File: src/rtl/clock_pkg.sv
// Shared types and constants for the annunciator scheduler.
// Holds the FSM state encoding and the hour-to-strike mapping.
package clock_pkg;

    typedef enum logic [2:0] {
        IDLE,
        STRIKE_ON,
        STRIKE_OFF,
        RING,
        SNOOZE
    } state_t;

    localparam int HOURS_PER_DAY = 24;
    localparam int MAX_STRIKES   = 12;

    function automatic logic [3:0] strike_count(
        input logic [5:0] hour
    );
        logic [5:0] m;
        m = hour % 6'd12;
        return (m == 6'd0) ? 4'(MAX_STRIKES) : m[3:0];
    endfunction

endpackage

File: src/rtl/chime_scheduler_if.sv
// Time inputs, user requests and annunciator outputs
// shared between the scheduler and its surroundings.
interface chime_scheduler_if;
    logic [5:0] hour;
    logic [5:0] minute;
    logic [5:0] second;
    logic       chime_en;
    logic       alarm_en;
    logic [5:0] alarm_hour;
    logic [5:0] alarm_minute;
    logic       snooze;
    logic       stop;
    logic       set_mode;
    logic       LED;
    logic       chime_active;
    logic       alarm_active;
    logic [3:0] strikes_left;

    modport master (
        output hour, minute, second,
        output chime_en, alarm_en,
        output alarm_hour, alarm_minute,
        output snooze, stop, set_mode,
        input  LED, chime_active,
        input  alarm_active, strikes_left
    );

    modport slave (
        input  hour, minute, second,
        input  chime_en, alarm_en,
        input  alarm_hour, alarm_minute,
        input  snooze, stop, set_mode,
        output LED, chime_active,
        output alarm_active, strikes_left
    );
endinterface

File: src/rtl/event_timer.sv
// Loadable down-counter with zero flag, shared by the
// ring and snooze intervals. Load wins over decrement.
module event_timer #(
    parameter int CNT_W = 9
) (
    input  logic             clk,
    input  logic             rst_n,
    input  logic             load,
    input  logic [CNT_W-1:0] load_val,
    input  logic             en,
    output logic             zero
);

    logic [CNT_W-1:0] count;

    always_ff @(posedge clk) begin
        if (!rst_n)
            count <= '0;
        else if (load)
            count <= load_val;
        else if (en && !zero)
            count <= count - 1'b1;
    end

    assign zero = (count == '0);

endmodule

File: src/rtl/chime_scheduler.sv
// Shares the annunciator LED between the hourly chime
// and the alarm; the alarm always wins a collision.
module chime_scheduler
    import clock_pkg::*;
#(
    parameter int ALARM_SECS  = 60,
    parameter int SNOOZE_SECS = 300,
    parameter int CNT_W       = 9
) (
    input logic         clk_1Hz,
    input logic         rst_n,
    chime_scheduler_if.slave bus
);

    localparam logic [CNT_W-1:0] RING_LD =
        CNT_W'(ALARM_SECS - 1);
    localparam logic [CNT_W-1:0] SNZ_LD =
        CNT_W'(SNOOZE_SECS - 1);

    state_t     state;
    state_t     nxt;
    logic       led;
    logic       chime_act;
    logic       alarm_act;
    logic [3:0] sl;
    logic       chime_hit;
    logic       alarm_hit;
    logic       ld;
    logic [CNT_W-1:0] ld_val;
    logic       tmr_en;
    logic       zero;

    always_comb begin
        chime_hit = bus.chime_en
                 && bus.minute == 6'd0
                 && bus.second == 6'd0
                 && bus.hour < 6'(HOURS_PER_DAY)
                 && !bus.set_mode;
        alarm_hit = bus.alarm_en
                 && bus.hour == bus.alarm_hour
                 && bus.minute == bus.alarm_minute
                 && bus.second == 6'd0
                 && !bus.set_mode;
    end

    // Next state and timer loads; set mode overrides all.
    always_comb begin
        nxt    = state;
        ld     = 1'b0;
        ld_val = '0;
        if (bus.set_mode) begin
            nxt = IDLE;
            ld  = 1'b1;
        end else begin
            unique case (state)
                IDLE: begin
                    if (alarm_hit) begin
                        nxt    = RING;
                        ld     = 1'b1;
                        ld_val = RING_LD;
                    end else if (chime_hit) begin
                        nxt = STRIKE_ON;
                    end
                end
                STRIKE_ON, STRIKE_OFF: begin
                    if (alarm_hit) begin
                        nxt    = RING;
                        ld     = 1'b1;
                        ld_val = RING_LD;
                    end else if (state == STRIKE_ON) begin
                        nxt = STRIKE_OFF;
                    end else if (sl <= 4'd1) begin
                        nxt = IDLE;
                    end else begin
                        nxt = STRIKE_ON;
                    end
                end
                RING: begin
                    if (!bus.alarm_en || bus.stop) begin
                        nxt = IDLE;
                        ld  = 1'b1;
                    end else if (bus.snooze) begin
                        nxt    = SNOOZE;
                        ld     = 1'b1;
                        ld_val = SNZ_LD;
                    end else if (zero) begin
                        nxt = IDLE;
                    end
                end
                SNOOZE: begin
                    if (!bus.alarm_en || bus.stop) begin
                        nxt = IDLE;
                        ld  = 1'b1;
                    end else if (alarm_hit || zero) begin
                        nxt    = RING;
                        ld     = 1'b1;
                        ld_val = RING_LD;
                    end
                end
                default: begin
                    nxt = IDLE;
                    ld  = 1'b1;
                end
            endcase
        end
    end

    assign tmr_en = (state == RING) || (state == SNOOZE);

    event_timer #(
        .CNT_W(CNT_W)
    ) u_timer (
        .clk      (clk_1Hz),
        .rst_n    (rst_n),
        .load     (ld),
        .load_val (ld_val),
        .en       (tmr_en),
        .zero     (zero)
    );

    always_ff @(posedge clk_1Hz) begin
        if (!rst_n) begin
            state     <= IDLE;
            led       <= 1'b0;
            sl        <= 4'd0;
            chime_act <= 1'b0;
            alarm_act <= 1'b0;
        end else begin
            state     <= nxt;
            chime_act <= (nxt == STRIKE_ON)
                      || (nxt == STRIKE_OFF);
            alarm_act <= (nxt == RING)
                      || (nxt == SNOOZE);
            unique case (1'b1)
                nxt == STRIKE_ON: begin
                    led <= 1'b1;
                    sl  <= (state == IDLE)
                         ? strike_count(bus.hour)
                         : sl - 4'd1;
                end
                nxt == STRIKE_OFF: begin
                    led <= 1'b0;
                end
                nxt == RING: begin
                    led <= !(state == RING && led);
                    sl  <= 4'd0;
                end
                default: begin
                    led <= 1'b0;
                    sl  <= 4'd0;
                end
            endcase
        end
    end

    assign bus.LED          = led;
    assign bus.chime_active = chime_act;
    assign bus.alarm_active = alarm_act;
    assign bus.strikes_left = sl;

endmodule

File: src/flat_wrapper.sv
// flat-port wrapper written by rule: the top's interface ports become plain ports
module chime_scheduler_flat import clock_pkg::*;
#(
    parameter int ALARM_SECS  = 60,
    parameter int SNOOZE_SECS = 300,
    parameter int CNT_W       = 9
)
  (clk_1Hz, rst_n, bus_hour, bus_minute, bus_second, bus_chime_en, bus_alarm_en, bus_alarm_hour, bus_alarm_minute, bus_snooze, bus_stop, bus_set_mode, bus_LED, bus_chime_active, bus_alarm_active, bus_strikes_left);
  chime_scheduler_if bus_i ();
  input logic clk_1Hz;
  input logic rst_n;
  input wire logic [$bits(bus_i.hour)-1:0] bus_hour;
  input wire logic [$bits(bus_i.minute)-1:0] bus_minute;
  input wire logic [$bits(bus_i.second)-1:0] bus_second;
  input wire logic [$bits(bus_i.chime_en)-1:0] bus_chime_en;
  input wire logic [$bits(bus_i.alarm_en)-1:0] bus_alarm_en;
  input wire logic [$bits(bus_i.alarm_hour)-1:0] bus_alarm_hour;
  input wire logic [$bits(bus_i.alarm_minute)-1:0] bus_alarm_minute;
  input wire logic [$bits(bus_i.snooze)-1:0] bus_snooze;
  input wire logic [$bits(bus_i.stop)-1:0] bus_stop;
  input wire logic [$bits(bus_i.set_mode)-1:0] bus_set_mode;
  output wire logic [$bits(bus_i.LED)-1:0] bus_LED;
  output wire logic [$bits(bus_i.chime_active)-1:0] bus_chime_active;
  output wire logic [$bits(bus_i.alarm_active)-1:0] bus_alarm_active;
  output wire logic [$bits(bus_i.strikes_left)-1:0] bus_strikes_left;
  assign bus_i.hour = bus_hour;
  assign bus_i.minute = bus_minute;
  assign bus_i.second = bus_second;
  assign bus_i.chime_en = bus_chime_en;
  assign bus_i.alarm_en = bus_alarm_en;
  assign bus_i.alarm_hour = bus_alarm_hour;
  assign bus_i.alarm_minute = bus_alarm_minute;
  assign bus_i.snooze = bus_snooze;
  assign bus_i.stop = bus_stop;
  assign bus_i.set_mode = bus_set_mode;
  assign bus_LED = bus_i.LED;
  assign bus_chime_active = bus_i.chime_active;
  assign bus_alarm_active = bus_i.alarm_active;
  assign bus_strikes_left = bus_i.strikes_left;
  chime_scheduler #(.ALARM_SECS(ALARM_SECS), .SNOOZE_SECS(SNOOZE_SECS), .CNT_W(CNT_W)) u_core (.clk_1Hz(clk_1Hz), .rst_n(rst_n), .bus(bus_i));
endmodule
File: config.mk
export PLATFORM = sky130hd
export DESIGN_NAME = chime_scheduler_flat
export DESIGN_NICKNAME = d
export VERILOG_FILES = /design/src/rtl/clock_pkg.sv /design/src/rtl/chime_scheduler_if.sv /design/src/rtl/event_timer.sv /design/src/rtl/chime_scheduler.sv /design/src/flat_wrapper.sv
export SDC_FILE = /design/constraint.sdc
export NUM_CORES = 1
export LEC_CHECK = 0
export ABC_AREA = 1
export CAP_MARGIN = 20
export CELL_PAD_IN_SITES_DETAIL_PLACEMENT = 1
export CELL_PAD_IN_SITES_GLOBAL_PLACEMENT = 1
export CORE_MARGIN = 4
export CORE_UTILIZATION = 31
export CTS_BUF_LIST = sky130_fd_sc_hd__clkbuf_4 sky130_fd_sc_hd__clkbuf_8
export CTS_CLUSTER_DIAMETER = 120
export DETAILED_ROUTE_END_ITERATION = 6
export PLACE_DENSITY_LB_ADDON = 0.1
export SLEW_MARGIN = 20
export SYNTH_ARGS = -nofsm -noshare
export SYNTH_HDL_FRONTEND = slang
export SYNTH_SLANG_ARGS = --single-unit
File: constraint.sdc
create_clock -name clk_1Hz -period 1.55 [get_ports clk_1Hz]
set_input_delay 0.31 -clock clk_1Hz [delete_from_list [all_inputs] [get_ports clk_1Hz]]
set_output_delay 0.31 -clock clk_1Hz [all_outputs]
set_load 0.005 [all_outputs]
Word level (Yosys, flattened, before mapping)
Index checks and enable logic that the tools add are counted.

storage, ports and cells
  logic and storage cells = 80
  flip-flop bits (word level) = 19
  output and inout port bits = 7

cells by class
  reductions and logical operators = 27
  $lt $le $gt $ge = 2
  muxes and demuxes = 32
  divide/modulo/power cells = 1
  equal/unequal tests = 10
  add/subtract/negate cells = 2

operators by type and width
  cell                                                         number
  two-way mux 9 bit                                            6
  two-way mux 3 bit                                            10
  case mux 9 bit (3 select lines)                              1
  zero test 6 bit                                              3
  equality test 3 x 2 -> 1 bit (second input constant)         4
  equality test 6 bit                                          2
  two-way mux 6 bit                                            2
  case mux 3 bit (4 select lines)                              1
  logical AND 1 bit                                            10
  zero test 9 bit                                              1
  subtractor 9 x 1 -> 9 bit (second input constant)            1
  two-way mux 4 bit                                            2
  case mux 4 bit (2 select lines)                              1
  two-way mux 1 bit                                            7
  equality test 3 x 1 -> 1 bit (second input constant)         2
  equality test 3 bit (second input constant)                  2
  less-than comparator 6 x 5 -> 1 bit (second input constant)  1
  remainder unit 6 x 4 -> 6 bit (second input constant)        1
  logical OR 1 bit                                             5
  <= comparator 4 x 1 -> 1 bit (second input constant)         1
  zero test 1 bit                                              4
  subtractor 4 x 1 -> 4 bit (second input constant)            1
  zero test 3 bit                                              1
  case mux 1 bit (3 select lines)                              1
  other kinds (4)                                              4

Depth between registers and ports, before layout
Gate-level depths: netlist of the first run.

  word-level depth = 12
  gate-level depth with buffers = 16

By module
A second synthesis of the first run with hierarchy kept.

unflattened totals
  cell total of the unflattened synthesis = 326
  area, all modules = 1825.5 µm²

by module, submodules not included
  module           area each (µm²)  instances  cells an instance  sequential area each (µm²)
  chime_scheduler  1221.2           1          227                200.2
  event_timer      604.3            1          99                 180.2

Worst setup path after synthesis of the first run
No wires, ideal clock.

  path type = input to register
  from = in bus_second[1]
  to = reg u_core.u_timer.count[7]
  data arrival time = 1529 ps
  data required time = 1435 ps
  library setup time = 115 ps
  stages on the path = 12
  setup slack = -94 ps
  cells stage by stage = or2_1 nor2_2 nand2_1 nor2_4 nand2_4 nand3_4 nand3_4 nand3_4 buf_6 nand3_2 nand2_1 nor2_1

on the way
  word-level cells in the longest chain between the ends = 9
  elaborated cells on any way between the ends = 11
  those cells by class = mux (6); reduce/logical (5)

ends and longest elaborated chain
  item                                                     RTL line               source
  from (decl)                                              flat_wrapper.sv:14     input wire logic [$bits(bus_i.second)-1:0] bus_second;
  zero test 6 bit *                                        chime_scheduler.sv:42  && bus.second == 6'd0
  logical AND 1 bit *                                      chime_scheduler.sv:42
  logical AND 1 bit *                                      chime_scheduler.sv:43  && !bus.set_mode;
  logical OR 1 bit                                         chime_scheduler.sv:94  end else if (alarm_hit || zero) begin
  two-way mux 1 bit                                        chime_scheduler.sv:94
  two-way mux 1 bit                                        chime_scheduler.sv:91  if (!bus.alarm_en || bus.stop) begin
  case mux 1 bit (3 select lines) *                        chime_scheduler.sv:55  unique case (state)
  two-way mux 1 bit *                                      chime_scheduler.sv:51  if (bus.set_mode) begin
  two-way mux 9 bit or nonzero test 2 bit (tied branches)  --
  to (signal assigned)                                     event_timer.sv:20      count <= load_val;
  to (signal assigned)                                     event_timer.sv:22      count <= count - 1'b1;
  to (decl)                                                event_timer.sv:14      logic [CNT_W-1:0] count;

Every way passes the cells marked *; elsewhere a longest branch is shown, timed or not.
A chain may end at the register's enable or synchronous reset.

Worst setup path in the final report of the first run
  from = reg u_core.u_timer.count[0]
  to = reg u_core.sl[1], in the netlist u_core.bus.strikes_left[1]

on the way
  word-level cells in the longest chain between the ends = 8
  elaborated cells on any way between the ends = 12
  those cells by class = eq/ne (2); mux (8); reduce/logical (2)

ends and longest elaborated chain
  item                                                                          RTL line                                        source
  zero test 9 bit *                                                             event_timer.sv:25                               assign zero = (count == '0);
  two-way mux 3 bit or logical OR 1 bit (tied branches)                         chime_scheduler.sv:86, chime_scheduler.sv:94
  two-way mux 3 bit (on tied branches)                                          chime_scheduler.sv:82, chime_scheduler.sv:94
  two-way mux 3 bit (on tied branches)                                          chime_scheduler.sv:79, chime_scheduler.sv:91
  case mux 3 bit (4 select lines) *                                             chime_scheduler.sv:55
  two-way mux 3 bit *                                                           chime_scheduler.sv:51
  equality test 3 x 2 -> 1 bit or equality test 3 x 1 -> 1 bit (tied branches)  chime_scheduler.sv:141, chime_scheduler.sv:135
  case mux 4 bit (2 select lines)                                               chime_scheduler.sv:134                          unique case (1'b1)
  to (signal assigned)                                                          chime_scheduler.sv:137                          sl <= (state == IDLE)
  to (decl)                                                                     chime_scheduler.sv:25                           logic [3:0] sl;

Marks and branches as above.

==> run metrics, run 1 <==
status=finished with violations; failing checks=negative setup slack; DP Cell Count=478; GRT Total Usage=20.94%; most frequent cells in the layout=nand2_1 (61), buf_4 (56), inv_1 (37); Port-buffer cells=43; largest net degree at the start of global routing=11; Hold Fails Final Rpt=0; drt first-iter violations=65; height of the die=84.82 µm; CP dominant cell by count=nand2_4; mapped cell area=1829 µm²; maximum level of the CTS H-tree=1; GP Congestion=0.8126; antenna violations before repair=0; crit start category=register; Worst path depth=11; Largest stage delay, worst path=0.35 ns; Arr. time, crit path=1.93 ns; worst vdd ir=0.0005654 V; Syn Area/Cell=5.863 µm²; minimum clock period=1.752 ns; DRC viols=0; FF+latch count, synth=19; share of cells above drive strength 1=49.88%; worst-case reg-to-reg path depth=11; commonest non-fill, non-tap cell in the layout=nand2_1; number of nets with antenna violations after routing=0; Critical Path Slowest Stage Cell=dfxtp_2; CP top delay family=simple AND/OR/NAND/NOR gates; critical-path cell list=inv_2, ha_4, nand2_4, nor2_4, nand2_4, nand4_1, nand2_4, nor2_8, nor2_4, nand3_1, a21oi_1; Critical Path RT=1.73 ns; Final #Nets=464; DRT Pass-1 Iters=4; WL final=7847 µm; maxcap violations=0; DP Wirelength=5134 µm; maximum fanout along the worst path=7; Pleak=0.001562 µW; CP Class=reg -> reg; full die area=7194 µm²; Tightest Pin Transition=0.3639 ns; vias per cell=4.949; cell count after synthesis=312; Total Neg Setup Slack=-1.713 ns; row cnt=27; Worst setup EP type=register; max-slew violation count=0; clock root cell=clkbuf_8; CTS tree=yes; post-synthesis cell type count=31; fin crit share=113.0%; Max-slew headroom=75.55%; Pwr Total=1502 µW; I/O pin total=44; Hold Buf Count CTS=0; sequential area share after synthesis=20.79%; TritonCTS Buffers=3; vias in the first global route=2650; # diodes=0; clk buf depth=2; Finish-stage setup viols=16; CP bufs+invs=1; max frequency=0.5708 GHz; clock sinks=19; Core Area=5608 µm²; worst clock skew=0.01157 ns; GRT overflow=0; starting density of the core=32.62%; synth-to-layout area growth=74.42%; per-cell routed wire length=15.85 µm; PD cells=470.7 nW/µm²; slack of the critical path=-0.2018 ns; DR vias=2450; Reg clk slew, reported paths=0.09 ns; Synth Warn #=0; Hold/Removal Path Class=reg -> reg; first-pass GRT wire length=12520 µm; clk_lat worst skew=0.26 ns; final non-filler cell total=495; chip width=84.82 µm; hold path depth=2; Mapped Nets=352; RSZ-0062 raised after global routing=true
layout make-up:
cell class / instances / area, µm²
multi-input combinational: 239 / 1584
inverter: 56 / 217.7
sequential: 19 / 389.1
tap: 72 / 90.09
timing repair buffer: 105 / 860.8
clock buffer: 4 / 48.80
fill: 764 / 2417
cells in the mapped netlist:
library cell | n | area share [%]
a31oi_1 | 2 | 0.68
nor3_2 | 2 | 1.1
o21ai_0 | 8 | 2.2
inv_1 | 45 | 9.2
nor2_4 | 3 | 1.8
dfxtp_1 | 19 | 21
a21oi_1 | 11 | 3.0
o21ai_1 | 7 | 1.9
nor2_2 | 5 | 1.7
clkinv_2 | 1 | 0.27
and3_1 | 1 | 0.34
nand3_2 | 2 | 1.1
clkinv_1 | 2 | 0.41
nand3_4 | 3 | 2.9
nand2_2 | 7 | 2.4
nor4_1 | 1 | 0.34
nor2_8 | 1 | 1.1
inv_2 | 7 | 1.4
nor2_1 | 41 | 8.4
or2_1 | 2 | 0.68
o211ai_1 | 1 | 0.41
buf_6 | 1 | 0.62
nor3_1 | 5 | 1.4
nand2_1 | 88 | 18
nor3_4 | 1 | 0.89
ha_1 | 3 | 2.1
nand4_1 | 11 | 3.8
nand2_4 | 4 | 2.5
inv_4 | 1 | 0.34
xor2_1 | 4 | 1.9
nand3_1 | 23 | 6.3
logic make-up (layout without fill, tap and decap cells):
kind of cell             after synthesis  after routing  share of synthesized area, %
AO/OA/AOI/OAI                         29             29                         8.208
XOR/XNOR                               4              4                         1.915
adder cells (fa/ha/maj)                3              3                         2.052
buffers and inverters                 57            165                         12.31
flip-flops                            19             19                         20.79
AND/OR/NAND/NOR                      200            203                         54.72
final timing paths:
check,end,start,slack (ns)
worst max-delay path,u_core.bus.strikes_left[1]$_SDFFE_PN0P_,u_core.u_timer.count[0]$_SDFFE_PN0P_,-0.20
worst min-delay path,u_core.u_timer.count[0]$_SDFFE_PN0P_,u_core.u_timer.count[0]$_SDFFE_PN0P_,0.50
worst max register to register,u_core.bus.strikes_left[1]$_SDFFE_PN0P_,u_core.u_timer.count[0]$_SDFFE_PN0P_,-0.20
worst min register to register,u_core.u_timer.count[0]$_SDFFE_PN0P_,u_core.u_timer.count[0]$_SDFFE_PN0P_,0.50
timing repair:
item                       in CTS  in global routing
hold endpoints to repair        0                  0
pin swaps                      42                 36
setup buffers                   8                  2
setup endpoints to repair      21                 19
gates cloned                    3                  0
resized for setup             168                 35
per-stage QoR:
stage	util [%]	hold WS (ns)	setup slack, ns	area (µm²)
2_1_floorplan	-	0.3870	-0.04658	1846
3_5_place_dp	48.95	0.4808	-0.6767	2745
5_1_grt	56.89	0.5374	-0.3560	3191
6_report	56.89	0.5009	-0.2018	3191
3_3_place_gp	48.95	0.4755	-0.6394	2745
4_1_cts	55.00	0.5012	-0.07300	3084
where the power goes:
group | internal (µW) | switching (µW) | total, µW
clock | 201 | 185 | 386
sequential | 503 | 8.76 | 512
combinational | 276 | 328 | 604
metal layers:
layer	up-vias	track usage, %	wire length [µm]	part of all wire, %
met3	10	3.301	265	3.4
li1	1216	-	-	-
met1	1177	25.98	3444	44
met4	0	3.597	120	1.5
met5	-	0	0	0
met2	47	38.43	4016	51
flip-flops by register name (all words and copies together), names as in the netlist:
signal                   count
u_core.u_timer.count         9
u_core.bus.chime_active      1
u_core.state                 3
u_core.bus.strikes_left      4
u_core.bus.LED               1
u_core.bus.alarm_active      1
tightest hold or removal path: cells and delay by family (launching register included):
family           cells  cell delay [ns]
AO/OA/AOI/OAI        1             0.06
flip-flops           1             0.35
AND/OR/NAND/NOR      1             0.07
No activity file was read; power rests on OpenSTA's default activity.
==> run 2: changes to the inputs <==
--- a/config.mk
+++ b/config.mk
@@ -6,6 +6,7 @@
 export NUM_CORES = 1
 export LEC_CHECK = 0
 export ABC_AREA = 1
+export ABC_CLOCK_PERIOD_IN_PS = 1550
 export CAP_MARGIN = 20
 export CELL_PAD_IN_SITES_DETAIL_PLACEMENT = 1
 export CELL_PAD_IN_SITES_GLOBAL_PLACEMENT = 1
==> results of run 2 <==
No change in the layout: final DEF, timing and power equal those of run 1.
==> run 3: changes to the inputs <==
--- a/config.mk
+++ b/config.mk
@@ -6,12 +6,12 @@
 export NUM_CORES = 1
 export LEC_CHECK = 0
 export ABC_AREA = 1
-export ABC_CLOCK_PERIOD_IN_PS = 1550
+export ABC_CLOCK_PERIOD_IN_PS = 2150
 export CAP_MARGIN = 20
 export CELL_PAD_IN_SITES_DETAIL_PLACEMENT = 1
 export CELL_PAD_IN_SITES_GLOBAL_PLACEMENT = 1
 export CORE_MARGIN = 4
-export CORE_UTILIZATION = 31
+export CORE_UTILIZATION = 37
 export CTS_BUF_LIST = sky130_fd_sc_hd__clkbuf_4 sky130_fd_sc_hd__clkbuf_8
 export CTS_CLUSTER_DIAMETER = 120
 export DETAILED_ROUTE_END_ITERATION = 6
==> constraint.sdc (replaced) <==
create_clock -name clk_1Hz -period 2.15 [get_ports clk_1Hz]
set_input_delay 0.43 -clock clk_1Hz [delete_from_list [all_inputs] [get_ports clk_1Hz]]
set_output_delay 0.43 -clock clk_1Hz [all_outputs]
set_load 0.005 [all_outputs]
==> run 3 against run 2 <==
Compared with the run above:
- the flow still finishes with violations (negative setup slack)
- clock-buffer cell count unchanged
- critical path depth is 2 higher
- first-iteration DRC count is 42% higher
- setup slack gained 0.19 ns
- register-to-register slack better by 0.19 ns
- clock skew is essentially flat
- largest cell class unchanged
==> run metrics, run 3 (same netlist as run 1, synthesis figures left out) <==
status=finished with violations (unchanged); failing checks=negative setup slack (unchanged); DP Area=2475 µm² (was 2745 µm²); Arr. time, crit path=2.33 ns (was 1.93 ns); worst r2r src=u_core.u_timer.count[0]$_SDFFE_PN0P_ (unchanged); Largest stage delay, worst path=0.32 ns (was 0.35 ns); DRC viols=0 (unchanged); Max-slew headroom=55.79% (was 75.55%); # diodes=0 (unchanged); Pwr Total=975.9 µW (was 1502 µW); Hold/Removal Path Class=reg -> reg (unchanged); number of nets with antenna violations after routing=0 (unchanged); CP dominant cell by count=nor2_1 (was nand2_4); commonest non-fill, non-tap cell in the layout=nand2_1 (unchanged); largest net degree at the start of global routing=18 (was 11); most frequent cells in the layout=nand2_1 (72), inv_1 (41), nor2_1 (36) (was nand2_1 (61), buf_4 (56), inv_1 (37)); first-pass GRT wire length=10150 µm (was 12520 µm); Core Area=4755 µm² (was 5608 µm²); worst hold slack=0.5159 ns (was 0.5009 ns); antenna violations before repair=0 (unchanged); most flop-heavy register=u_core.u_timer.count (unchanged); clock sinks=19 (unchanged); chip width=78.32 µm (was 84.82 µm); DR vias=2317 (was 2450); slack of the critical path=-0.01153 ns (was -0.2018 ns); PD cells=348.5 nW/µm² (was 470.7 nW/µm²); vias per cell=5.092 (was 4.949); critical-path cell list=inv_1, ha_1, nand2_1, nor2_1, nand2_4, nand3_4, nand3_4, buf_6, buf_4, nand3_1, nand2_1, nor2_1, nor2_1 (was inv_2, ha_4, nand2_4, nor2_4, nand2_4, nand4_1, nand2_4, nor2_8, nor2_4, nand3_1, a21oi_1); Worst setup EP type=register (unchanged); Reg clk slew, reported paths=0.08 ns (was 0.09 ns); max-slew violation count=0 (unchanged); Pleak=0.001580 µW (was 0.001562 µW); Tightest Pin Transition=0.6607 ns (was 0.3639 ns); I/O pin total=44 (unchanged); max frequency=0.4626 GHz (was 0.5708 GHz); RSZ-0062 raised after global routing=true (unchanged); DRT Pass-1 Iters=4 (unchanged); CP Class=reg -> reg (unchanged); GP Congestion=0.8168 (was 0.8126); CP Launch Point=u_core.u_timer.count[0]$_SDFFE_PN0P_ (unchanged); starting density of the core=38.47% (was 32.62%); Hold Fails Final Rpt=0 (unchanged); CTS tree=yes (unchanged); minimum clock period=2.162 ns (was 1.752 ns); clk_lat worst skew=0.26 ns (about the same); share of cells above drive strength 1=27.58% (was 49.88%); Critical Path RT=2.31 ns (was 1.73 ns); maxcap violations=0 (unchanged); worst clock skew=0.01190 ns (was 0.01157 ns); drt first-iter violations=92 (was 65); maximum fanout along the worst path=6 (was 7); height of the die=78.32 µm (was 84.82 µm); full die area=6133 µm² (was 7194 µm²); worst vdd ir=0.0003339 V (was 0.0005654 V); Critical Path Slowest Stage Cell=dfxtp_1 (was dfxtp_2); Final #Nets=429 (was 464); GRT overflow=0 (unchanged); Post-Place Setup Slack=-0.3015 ns (was -0.6767 ns); per-cell routed wire length=15.45 µm (was 15.85 µm); GRT Total Usage=20.23% (was 20.94%); Min-Delay Startpoint=u_core.bus.strikes_left[3]$_SDFFE_PN0P_ (was u_core.u_timer.count[0]$_SDFFE_PN0P_); DP Wirelength=4814 µm (was 5134 µm); clock root cell=clkbuf_8 (unchanged); WL final=7028 µm (was 7847 µm); final core occ=58.89% (was 56.89%); Finished Cell Area=2800 µm² (was 3191 µm²); Finish-stage setup viols=1 (was 16); clk buf depth=2 (unchanged); Port-buffer cells=43 (unchanged); TritonCTS Buffers=3 (unchanged); maximum level of the CTS H-tree=1 (unchanged); row cnt=25 (was 27); synth-to-layout area growth=53.08% (was 74.42%); vias in the first global route=2236 (was 2650); crit start category=register (unchanged); FILL cells=656 (was 764); fin crit share=100.5% (was 113.0%); max reg flops=9 (unchanged)
[run 3: cell count changes in the layout (fill, tap and decap cells not counted), sizes merged]
cell	previous run	this run
clkdlybuf4s15	16	0
nand3	31	30
dlygate4sd2	3	1
clkbuf	7	4
buf	75	28
dlymetal6s2s	0	28
clkdlybuf4s50	8	14
[run 3: critical path: cells and delay by family, from the launching register on]
kind / cells / cell delay [ns]
and+or+nand+nor: 9 / 1.03
adders and majority gates: 1 / 0.27
DFF: 1 / 0.32
buffers and inverters: 3 / 0.44
[run 3: through the flow]
step           setup TNS [ns]  std cells
3_3_place_gp           -3.306        440
3_5_place_dp           -4.176        440
4_1_cts                     0        444
5_1_grt               -0.6825        455
6_report             -0.01153        455
2_1_floorplan               0        312
[run 3: layout make-up]
cell class,count,area [µm²],area share [%]
Timing Repair Buffer,71,713.2,25.47
Inverter,56,214.0,7.641
Tap cell,67,83.83,2.994
Sequential cell,19,380.4,13.58
Clock buffer,4,48.80,1.743
Multi-Input combinational cell,238,1360,48.57
[run 3: worst paths after layout]
kind | slack, ns | cells after the start | end
setup reg to reg | -0.01 | 13 | u_core.u_timer.count[3]$_SDFFE_PN0P_
hold / removal | 0.52 | 2 | u_core.bus.strikes_left[3]$_SDFFE_PN0P_
hold reg to reg | 0.52 | 2 | u_core.bus.strikes_left[3]$_SDFFE_PN0P_
setup / recovery | -0.01 | 13 | u_core.u_timer.count[3]$_SDFFE_PN0P_
[run 3: timing repair]
item / in CTS / in global routing
hold buffers: 0 / 0
pin swaps: 1 / 33
resized for setup: 4 / 70
setup endpoints to repair: 7 / 16
setup buffers: 0 / 9
cloned: 0 / 2
[run 3: power by group]
part / switching (µW) / leakage, µW / internal (µW)
clock network: 126 / 0.0000262 / 145
registers: 10.3 / 0.000155 / 362
logic: 188 / 0.00140 / 145
[run 3: metal layers]
metal,GRT usage [%],vias to the layer above,share of wire (%)
li1,-,1138,-
met1,24.76,1097,42
met2,36.56,66,51
met3,3.326,16,4.6
met4,5.245,0,1.9
met5,0,-,0
